<file path="config.mk">
export PLATFORM = sky130hd
export DESIGN_NAME = vga_scan
export DESIGN_NICKNAME = d
export VERILOG_FILES = /design/src/rtl/vga_scan.sv
export SDC_FILE = /design/constraint.sdc
export NUM_CORES = 1
export LEC_CHECK = 0
export CAP_MARGIN = 30
export CORE_MARGIN = 3
export CORE_UTILIZATION = 48
export CTS_CLUSTER_DIAMETER = 50
export DETAILED_ROUTE_END_ITERATION = 8
export PLACE_DENSITY = 0.82
export SLEW_MARGIN = 10
export SYNTH_ARGS = -nofsm -noshare
export SYNTH_HDL_FRONTEND = slang
export SYNTH_SLANG_ARGS = --single-unit
</file>
<file path="constraint.sdc">
create_clock -name clk_vga -period 2.35 [get_ports clk_vga]
set_input_delay 0.3525 -clock clk_vga [delete_from_list [all_inputs] [get_ports clk_vga]]
set_output_delay 0.3525 -clock clk_vga [all_outputs]
set_load 0.01 [all_outputs]
</file>
<file path="src/rtl/vga_scan.sv">
// vga_scan: VGA raster timing generator.
// Free-running pixel/line counters drive the map stage (CurrentX/CurrentY).
// Visibility and sync are decoded from the counters, then delayed two cycles.
// This delay keeps them aligned with the colour that the map stage returns
// one cycle later and that is registered here once more.
module vga_scan #(
    parameter int unsigned H_VIS  = 640,
    parameter int unsigned H_FP   = 16,
    parameter int unsigned H_SYNC = 96,
    parameter int unsigned H_BP   = 48,
    parameter int unsigned V_VIS  = 480,
    parameter int unsigned V_FP   = 10,
    parameter int unsigned V_SYNC = 2,
    parameter int unsigned V_BP   = 33
) (
    input  logic       clk_vga,
    input  logic       rst,
    input  logic [7:0] mapData,
    output logic [9:0] CurrentX,
    output logic [8:0] CurrentY,
    output logic       hsync,
    output logic       vsync,
    output logic [7:0] rgb,
    output logic       video_on,
    output logic       frame_tick,
    output logic [7:0] frame_count
);

    // Totals must fit the 10-bit counters (<= 1024).
    localparam int unsigned H_TOTAL = H_VIS + H_FP + H_SYNC + H_BP;
    localparam int unsigned V_TOTAL = V_VIS + V_FP + V_SYNC + V_BP;

    localparam logic [9:0] H_LAST     = 10'(H_TOTAL - 1);
    localparam logic [9:0] V_LAST     = 10'(V_TOTAL - 1);
    localparam logic [9:0] H_VIS_END  = 10'(H_VIS);
    localparam logic [9:0] V_VIS_END  = 10'(V_VIS);
    localparam logic [9:0] HS_START   = 10'(H_VIS + H_FP);
    localparam logic [9:0] HS_END     = 10'(H_VIS + H_FP + H_SYNC);
    localparam logic [9:0] VS_START   = 10'(V_VIS + V_FP);
    localparam logic [9:0] VS_END     = 10'(V_VIS + V_FP + V_SYNC);

    logic [9:0] hcnt;
    logic [9:0] vcnt;
    logic       hWrap;
    logic       vWrap;

    logic       vis0;
    logic       hs0;
    logic       vs0;

    logic       visD1;
    logic       hsD1;
    logic       vsD1;
    logic       visD2;
    logic       hsD2;
    logic       vsD2;

    // end-of-line / end-of-frame detection
    always_comb begin
        hWrap = (hcnt == H_LAST);
        vWrap = (vcnt == V_LAST);
    end

    // pixel and line counters; the line counter advances only on line wrap
    always_ff @(posedge clk_vga or posedge rst) begin
        if (rst) begin
            hcnt <= '0;
            vcnt <= '0;
        end else if (hWrap) begin
            hcnt <= '0;
            vcnt <= vWrap ? '0 : vcnt + 10'd1;
        end else begin
            hcnt <= hcnt + 10'd1;
        end
    end

    // scan position to the map stage; blanking lines report row 0, never an alias
    always_comb begin
        CurrentX = hcnt;
        CurrentY = (vcnt < V_VIS_END) ? vcnt[8:0] : '0;
    end

    // stage-0 decode of visibility and active-low syncs
    always_comb begin
        vis0 = (hcnt < H_VIS_END) && (vcnt < V_VIS_END);
        hs0  = !((hcnt >= HS_START) && (hcnt < HS_END));
        vs0  = !((vcnt >= VS_START) && (vcnt < VS_END));
    end

    // two-stage timing pipeline; reset forces the inactive levels
    always_ff @(posedge clk_vga or posedge rst) begin
        if (rst) begin
            visD1 <= 1'b0;
            hsD1  <= 1'b1;
            vsD1  <= 1'b1;
            visD2 <= 1'b0;
            hsD2  <= 1'b1;
            vsD2  <= 1'b1;
        end else begin
            visD1 <= vis0;
            hsD1  <= hs0;
            vsD1  <= vs0;
            visD2 <= visD1;
            hsD2  <= hsD1;
            vsD2  <= vsD1;
        end
    end

    // colour register: map data arrives one cycle late, so gate with the d1 visibility
    always_ff @(posedge clk_vga or posedge rst) begin
        if (rst) begin
            rgb <= '0;
        end else begin
            rgb <= visD1 ? mapData : 8'h00;
        end
    end

    // frame pulse and animation counter, both on the frame-wrap edge
    always_ff @(posedge clk_vga or posedge rst) begin
        if (rst) begin
            frame_tick  <= 1'b0;
            frame_count <= '0;
        end else begin
            frame_tick <= hWrap && vWrap;
            if (hWrap && vWrap) begin
                frame_count <= frame_count + 8'd1;
            end
        end
    end

    // registered timing outputs
    always_comb begin
        video_on = visD2;
        hsync    = hsD2;
        vsync    = vsD2;
    end

endmodule
</file>
==> flow_metrics.env, run 1 <==
export IMPL_rsz0062_at_grt="false"
export IMPL_cts_htree_levels=2
export IMPL_cp_top_family="simple AND/OR/NAND/NOR gates"
export IMPL_initial_utilization=0.516
export IMPL_root_buffer="clkbuf_8"
export IMPL_setup_viol=0
export IMPL_vias_per_cell=5.06
export IMPL_post_cts_buffers=0
export IMPL_critical_path_class="flip-flop to output port"
export IMPL_grt_pass1_wl_um=6350
export IMPL_synth_area_leaders="dfrtp_1, dfstp_2, and2_1"
export IMPL_cts_hold_buffers=0
export IMPL_cts_tree="built"
export IMPL_routed_wl_um=3870
export IMPL_fillers=278
export IMPL_diodes=0
export IMPL_crit_slowest_cell="clkdlybuf4s50_1"
export IMPL_synth_warnings=0
export IMPL_numPortBuffers=48
export IMPL_clk_path_buf_depth=2
export IMPL_coreArea_mm2=0.00377
export IMPL_seq_area_mm2=0.00108
export IMPL_grt_usage=0.163
export IMPL_wl_per_cell_um=13.6
export IMPL_die_y_um=69.6
export IMPL_period_share=0.951
export IMPL_grt_max_degree=44
export IMPL_cts_buffers=5
export IMPL_path_clk_slew_ns=0.08
export IMPL_yosysSeqAreaShare=0.556
export IMPL_drv_cap=0
export IMPL_cp_required_ns=2.00
export IMPL_crit_chain="and4_1 -> nor2_4 -> and2_1 -> clkdlybuf4s50_1"
export IMPL_cp_end_kind="output port"
export IMPL_drive_above_1_share=0.127
export IMPL_final_hold_viol_count=0
export IMPL_clock_skew_ns=0.00407
export IMPL_async_flop_share=1.00
export IMPL_slowest_delay_ns=0.54
export IMPL_synth_fp_nets=189
export IMPL_cts_sinks=43
export IMPL_area_growth_pct=36.5
export IMPL_finalCriticalPeriod_ns=2.23
export IMPL_gp_congestion=0.815
export IMPL_multi_input_area_um2=811
export IMPL_cp_max_fo=7
export IMPL_die_x_um=69.6
export IMPL_die_area_mm2=0.00485
export IMPL_synth_top_area_frac=0.502
export IMPL_synth_edf_count=0
export IMPL_critPathBufInv=1
export IMPL_syn_area_per_cell_um2=11.2
export IMPL_relSlewSlack=0.660
export IMPL_grt_ovfl_total=0
export IMPL_yosysTopAreaCell="dfrtp_1"
export IMPL_syn_area_mm2=0.00194
export IMPL_whs_ns=0.359
export IMPL_synth_most_common_cell="dfrtp_1"
export IMPL_antenna_found_initial=0
export IMPL_rows=22
export IMPL_crit_path_start_kind="flip-flop"
export IMPL_power_density_mw_per_mm2=517
export IMPL_finalNonFillerCells=284
export IMPL_worst_slew_pin_slew_ns=0.511
export IMPL_vdd_drop_max_mv=0.346
export IMPL_vias=1436
export IMPL_worstPathArrival_ns=1.88
export IMPL_hpwlAfterDp_um=2720
export IMPL_first_pass_iters=4
export IMPL_dp_cells=276
export IMPL_ios=49
export IMPL_grt_pass1_vias=1380
export IMPL_ant_nets=0
export IMPL_max_freq_mhz=447
export IMPL_worstSkewPairLatency_ns=0.29
export IMPL_syn_inst=174
export IMPL_synth_commonest_cells="dfrtp_1, and2_1, nand3_1"
export IMPL_power_leakage_nw=1.17
export IMPL_ys_seq_elements=43
export IMPL_final_nets=250
export IMPL_synth_flop_cell="dfrtp_1"
export IMPL_status="completed"
export IMPL_drt_iter0_drc=118
export IMPL_yosysUniqueCellTypes=38
export IMPL_drc=0
export IMPL_hp_class="flip-flop to flip-flop"
export IMPL_slew_violations=0
export IMPL_setup_tns_ns=0
==> registers in the layout, summed over array words and instances, names as in the netlist <==
signal and cells:
video_on 1, frame_tick 1, vsD1 1, vsync 1, visD1 1, CurrentX 10, hsD1 1, hsync 1
vcnt 10, rgb 8, frame_count 8
==> worst register-to-register path, stage by stage, from the launching register on <==
cell	delay [ns]
dfrtp_1	0.44
ha_1	0.22
nand3_1	0.20
or3_4	0.52
or4_4	0.57
xnor2_2	0.14
==> timing repair <==
item | CTS | global route
setup endpoints to repair | 6 | 3
resized for setup | 1 | 1
pin swaps | 0 | 0
==> path summary, 6_finish.rpt <==
kind | from | to | slack [ns] | cells after the start
min in group asynchronous | rst | rgb[3] | 0.47 | 3
max reg2reg | CurrentX[0] | frame_count[5] | 0.15 | 5
min reg2reg | vsD1 | vsync | 0.36 | 0
min | vsD1 | vsync | 0.36 | 0
max | vcnt[6] | CurrentY[3] | 0.12 | 4
max in group asynchronous | rst | vsD1 | 1.51 | 3
==> placed cells by master, fill, tap and decap left out, types with 7 or more instances in the layout <==
cell type / netlist / routed
o21ai_0: 7 / 7
clkdlybuf4s50_1: 0 / 48
nand3_1: 15 / 15
nor3_1: 9 / 9
xnor2_1: 9 / 9
dfrtp_1: 39 / 39
xor2_1: 9 / 9
nand2_1: 7 / 7
inv_1: 9 / 9
buf_4: 1 / 10
and2_1: 16 / 16
nor2_1: 9 / 8
==> metrics by stage <==
step                      power [mW]  area, um2   util  worst slack, ns
after floorplan                0.782       1940      -            0.183
after global placement         0.815       2530  0.672            0.213
after detailed placement       0.816       2530  0.672            0.169
after CTS                       1.38       2650  0.702           0.0496
after global routing            1.42       2650  0.704           0.0367
final                           1.37       2650  0.704            0.115
==> layout make-up <==
type	instances	area share
inverters	9	0.0127
well taps	48	0.0226
clock inverters	3	0.0165
repair buffers	58	0.209
flip-flops and latches	43	0.407
clock buffers	5	0.0259
multi-input cells	118	0.306
==> cells by family (layout without fill, tap and decap cells) <==
family                   after synthesis  after routing  synth area share
XOR/XNOR                              19             19            0.0895
adder cells (fa/ha/maj)                5              5            0.0322
AO/OA/AOI/OAI                         12             12            0.0373
AND/OR/NAND/NOR                       80             80             0.243
buffers and inverters                 13             75            0.0309
multiplexers                           2              2            0.0109
flip-flops                            43             43             0.556
==> layer usage <==
metal,vias to the layer above,part of all wire,GRT usage
met2,38,0.47,0.262
met4,0,0.011,0.0511
met1,678,0.47,0.211
li1,715,-,-
met3,5,0.048,0.0507
met5,-,0,0
==> power by group <==
| group | total [mW] | leakage (nW) | switching, mW | internal, mW |
|---|---|---|---|---|
| combinational | 0.0515 | 0.567 | 0.0223 | 0.0292 |
| clock | 0.572 | 0.0581 | 0.256 | 0.316 |
| sequential | 0.748 | 0.544 | 0.00173 | 0.746 |
| total | 1.37 | 1.17 | 0.280 | 1.09 |
Power figures use the tool's default switching activity.
==> run 2, diff against run 1 <==
--- a/config.mk
+++ b/config.mk
@@ -10,7 +10,7 @@
 export CORE_UTILIZATION = 48
 export CTS_CLUSTER_DIAMETER = 50
 export DETAILED_ROUTE_END_ITERATION = 8
-export PLACE_DENSITY = 0.82
+export PLACE_DENSITY = 0.78
 export SLEW_MARGIN = 10
 export SYNTH_ARGS = -nofsm -noshare
 export SYNTH_HDL_FRONTEND = slang
==> flow_metrics.env, run 2 (synthesis gave the netlist of run 1 again) <==
export IMPL_status="completed"
export IMPL_slew_violations=0
export IMPL_slowest_delay_ns=0.54
export IMPL_first_pass_iters=4
export IMPL_layout_common_cells="clkdlybuf4s50_1, dfrtp_1, and2_1, nand3_1"
export IMPL_rows=22
export IMPL_cp_max_fo=7
export IMPL_initial_utilization=0.516
export IMPL_fillers=269
export IMPL_cp_required_ns=2.00
export IMPL_cts_buffers=5
export IMPL_final_hold_viol_count=0
export IMPL_die_area_mm2=0.00485
export IMPL_finalInstanceArea_mm2=0.00265
export IMPL_grt_max_degree=44
export IMPL_p_total_mw=1.37
export IMPL_root_buffer="clkbuf_8"
export IMPL_drive_above_1_share=0.123
export IMPL_max_freq_mhz=439
export IMPL_crit_chain="and4_1 -> nor2_4 -> and2_1 -> clkdlybuf4s50_1"
export IMPL_diodes=0
export IMPL_antenna_found_initial=0
export IMPL_cts_htree_levels=2
export IMPL_hp_class="flip-flop to flip-flop"
export IMPL_cts_tree="built"
export IMPL_cp_depth=4
export IMPL_clk_path_buf_depth=2
export IMPL_critical_path_class="flip-flop to output port"
export IMPL_power_leakage_nw=1.16
export IMPL_grt_ovfl_total=0
export IMPL_drv_cap=0
export IMPL_whs_ns=0.360
export IMPL_drt_iter0_drc=73
export IMPL_r2r_start="CurrentX[0]"
export IMPL_power_density_mw_per_mm2=519
export IMPL_worstHoldStart="vsD1"
export IMPL_wl_per_cell_um=14.6
export IMPL_die_y_um=69.6
export IMPL_hold_depth=0
export IMPL_vias=1472
export IMPL_cp_end_kind="output port"
export IMPL_period_share=0.969
export IMPL_setup_viol=0
export IMPL_die_x_um=69.6
export IMPL_multi_input_area_um2=811
export IMPL_worst_slew_pin_slew_ns=0.522
export IMPL_gp_congestion=0.832
export IMPL_finalCriticalPeriod_ns=2.28
export IMPL_seq_area_mm2=0.00108
export IMPL_cts_hold_buffers=0
export IMPL_ios=49
export IMPL_drc=0
export IMPL_path_clk_slew_ns=0.08
export IMPL_grt_usage=0.185
export IMPL_relSlewSlack=0.652
export IMPL_post_route_util=0.702
export IMPL_r2r_end="frame_count[1]"
export IMPL_numPortBuffers=48
export IMPL_ant_nets=0
export IMPL_critPathBufInv=1
export IMPL_cp_top_family="simple AND/OR/NAND/NOR gates"
export IMPL_crit_slowest_cell="clkdlybuf4s50_1"
export IMPL_worstSkewPairLatency_ns=0.30
export IMPL_fin_ws_ns=0.0737
export IMPL_post_dp_cell_area_mm2=0.00253
export IMPL_crit_path_start_kind="flip-flop"
export IMPL_clock_skew_ns=0.00745
export IMPL_min_to="vsync"
export IMPL_cts_sinks=43
export IMPL_grt_pass1_vias=1490
export IMPL_r2r_worst_path_cells=6
export IMPL_grt_pass1_wl_um=7190
export IMPL_worstPathArrival_ns=1.92
export IMPL_area_growth_pct=36.1
export IMPL_r2r_slack_ns=0.20
export IMPL_routed_wl_um=4130
export IMPL_final_common_cell="clkdlybuf4s50_1"
export IMPL_vias_per_cell=5.20
export IMPL_coreArea_mm2=0.00377
export IMPL_place_ws_ns=0.239
export IMPL_vdd_drop_max_mv=0.305
export IMPL_final_nets=249
export IMPL_hpwlAfterDp_um=2930
==> run 2: cell count changes in the layout (fill, tap and decap cells not counted), sizes merged <==
cell / previous run / this run
buf: 10 / 9
==> run 2: how the worst max path moves through the flow <==
stage	from	to	slack [ns]
floorplan	CurrentX[5]	frame_count[5]	0.18
global placement	vcnt[0]	frame_count[1]	0.26
detailed placement	CurrentX[0]	frame_count[1]	0.24
CTS	vcnt[6]	CurrentY[2]	0.02
global route	vcnt[6]	CurrentY[3]	-0.005
finish	vcnt[6]	CurrentY[2]	0.07
==> run 2: cell type report <==
cell class,instances,share of cell area
timing repair buffer,57,0.207
multi-input combinational,118,0.306
tap,48,0.0227
inverter,9,0.0128
clock buffer,5,0.0260
sequential,43,0.409
clock inverter,3,0.0165
==> run 2: worst register-to-register path, delay by kind of cell (launching register included) <==
family        cells  cell delay [ns]
buf+inv           1             0.19
fa+ha+maj         1             0.23
mux               1             0.35
simple gates      3             0.84
flops             1             0.44
==> run 2: power by group <==
part	total (mW)	leakage, nW	internal (mW)	switching [mW]
sequential	0.748	0.544	0.746	0.00183
clock	0.573	0.0581	0.316	0.257
combinational	0.0525	0.560	0.0292	0.0233
total	1.37	1.16	1.09	0.282
==> run 2: layer usage <==
metal  wire length [um]  track usage  vias up
met5                  0            0        -
met4                 34       0.0404        0
met3                232       0.0522        7
met2               2030        0.305       45
met1               1830        0.244      704
li1                   -            -      716
==> run 2: repair_timing <==
action,in CTS,in global routing
gates resized for setup,1,1
endpoints found under the setup margin,6,6
buffers inserted,0,0
==> run 2: metrics by stage <==
stage          setup TNS [ns]  cells
6_report                    0    283
2_1_floorplan               0    174
3_5_place_dp                0    275
5_1_grt              -0.00760    283
3_3_place_gp                0    275
4_1_cts                     0    283
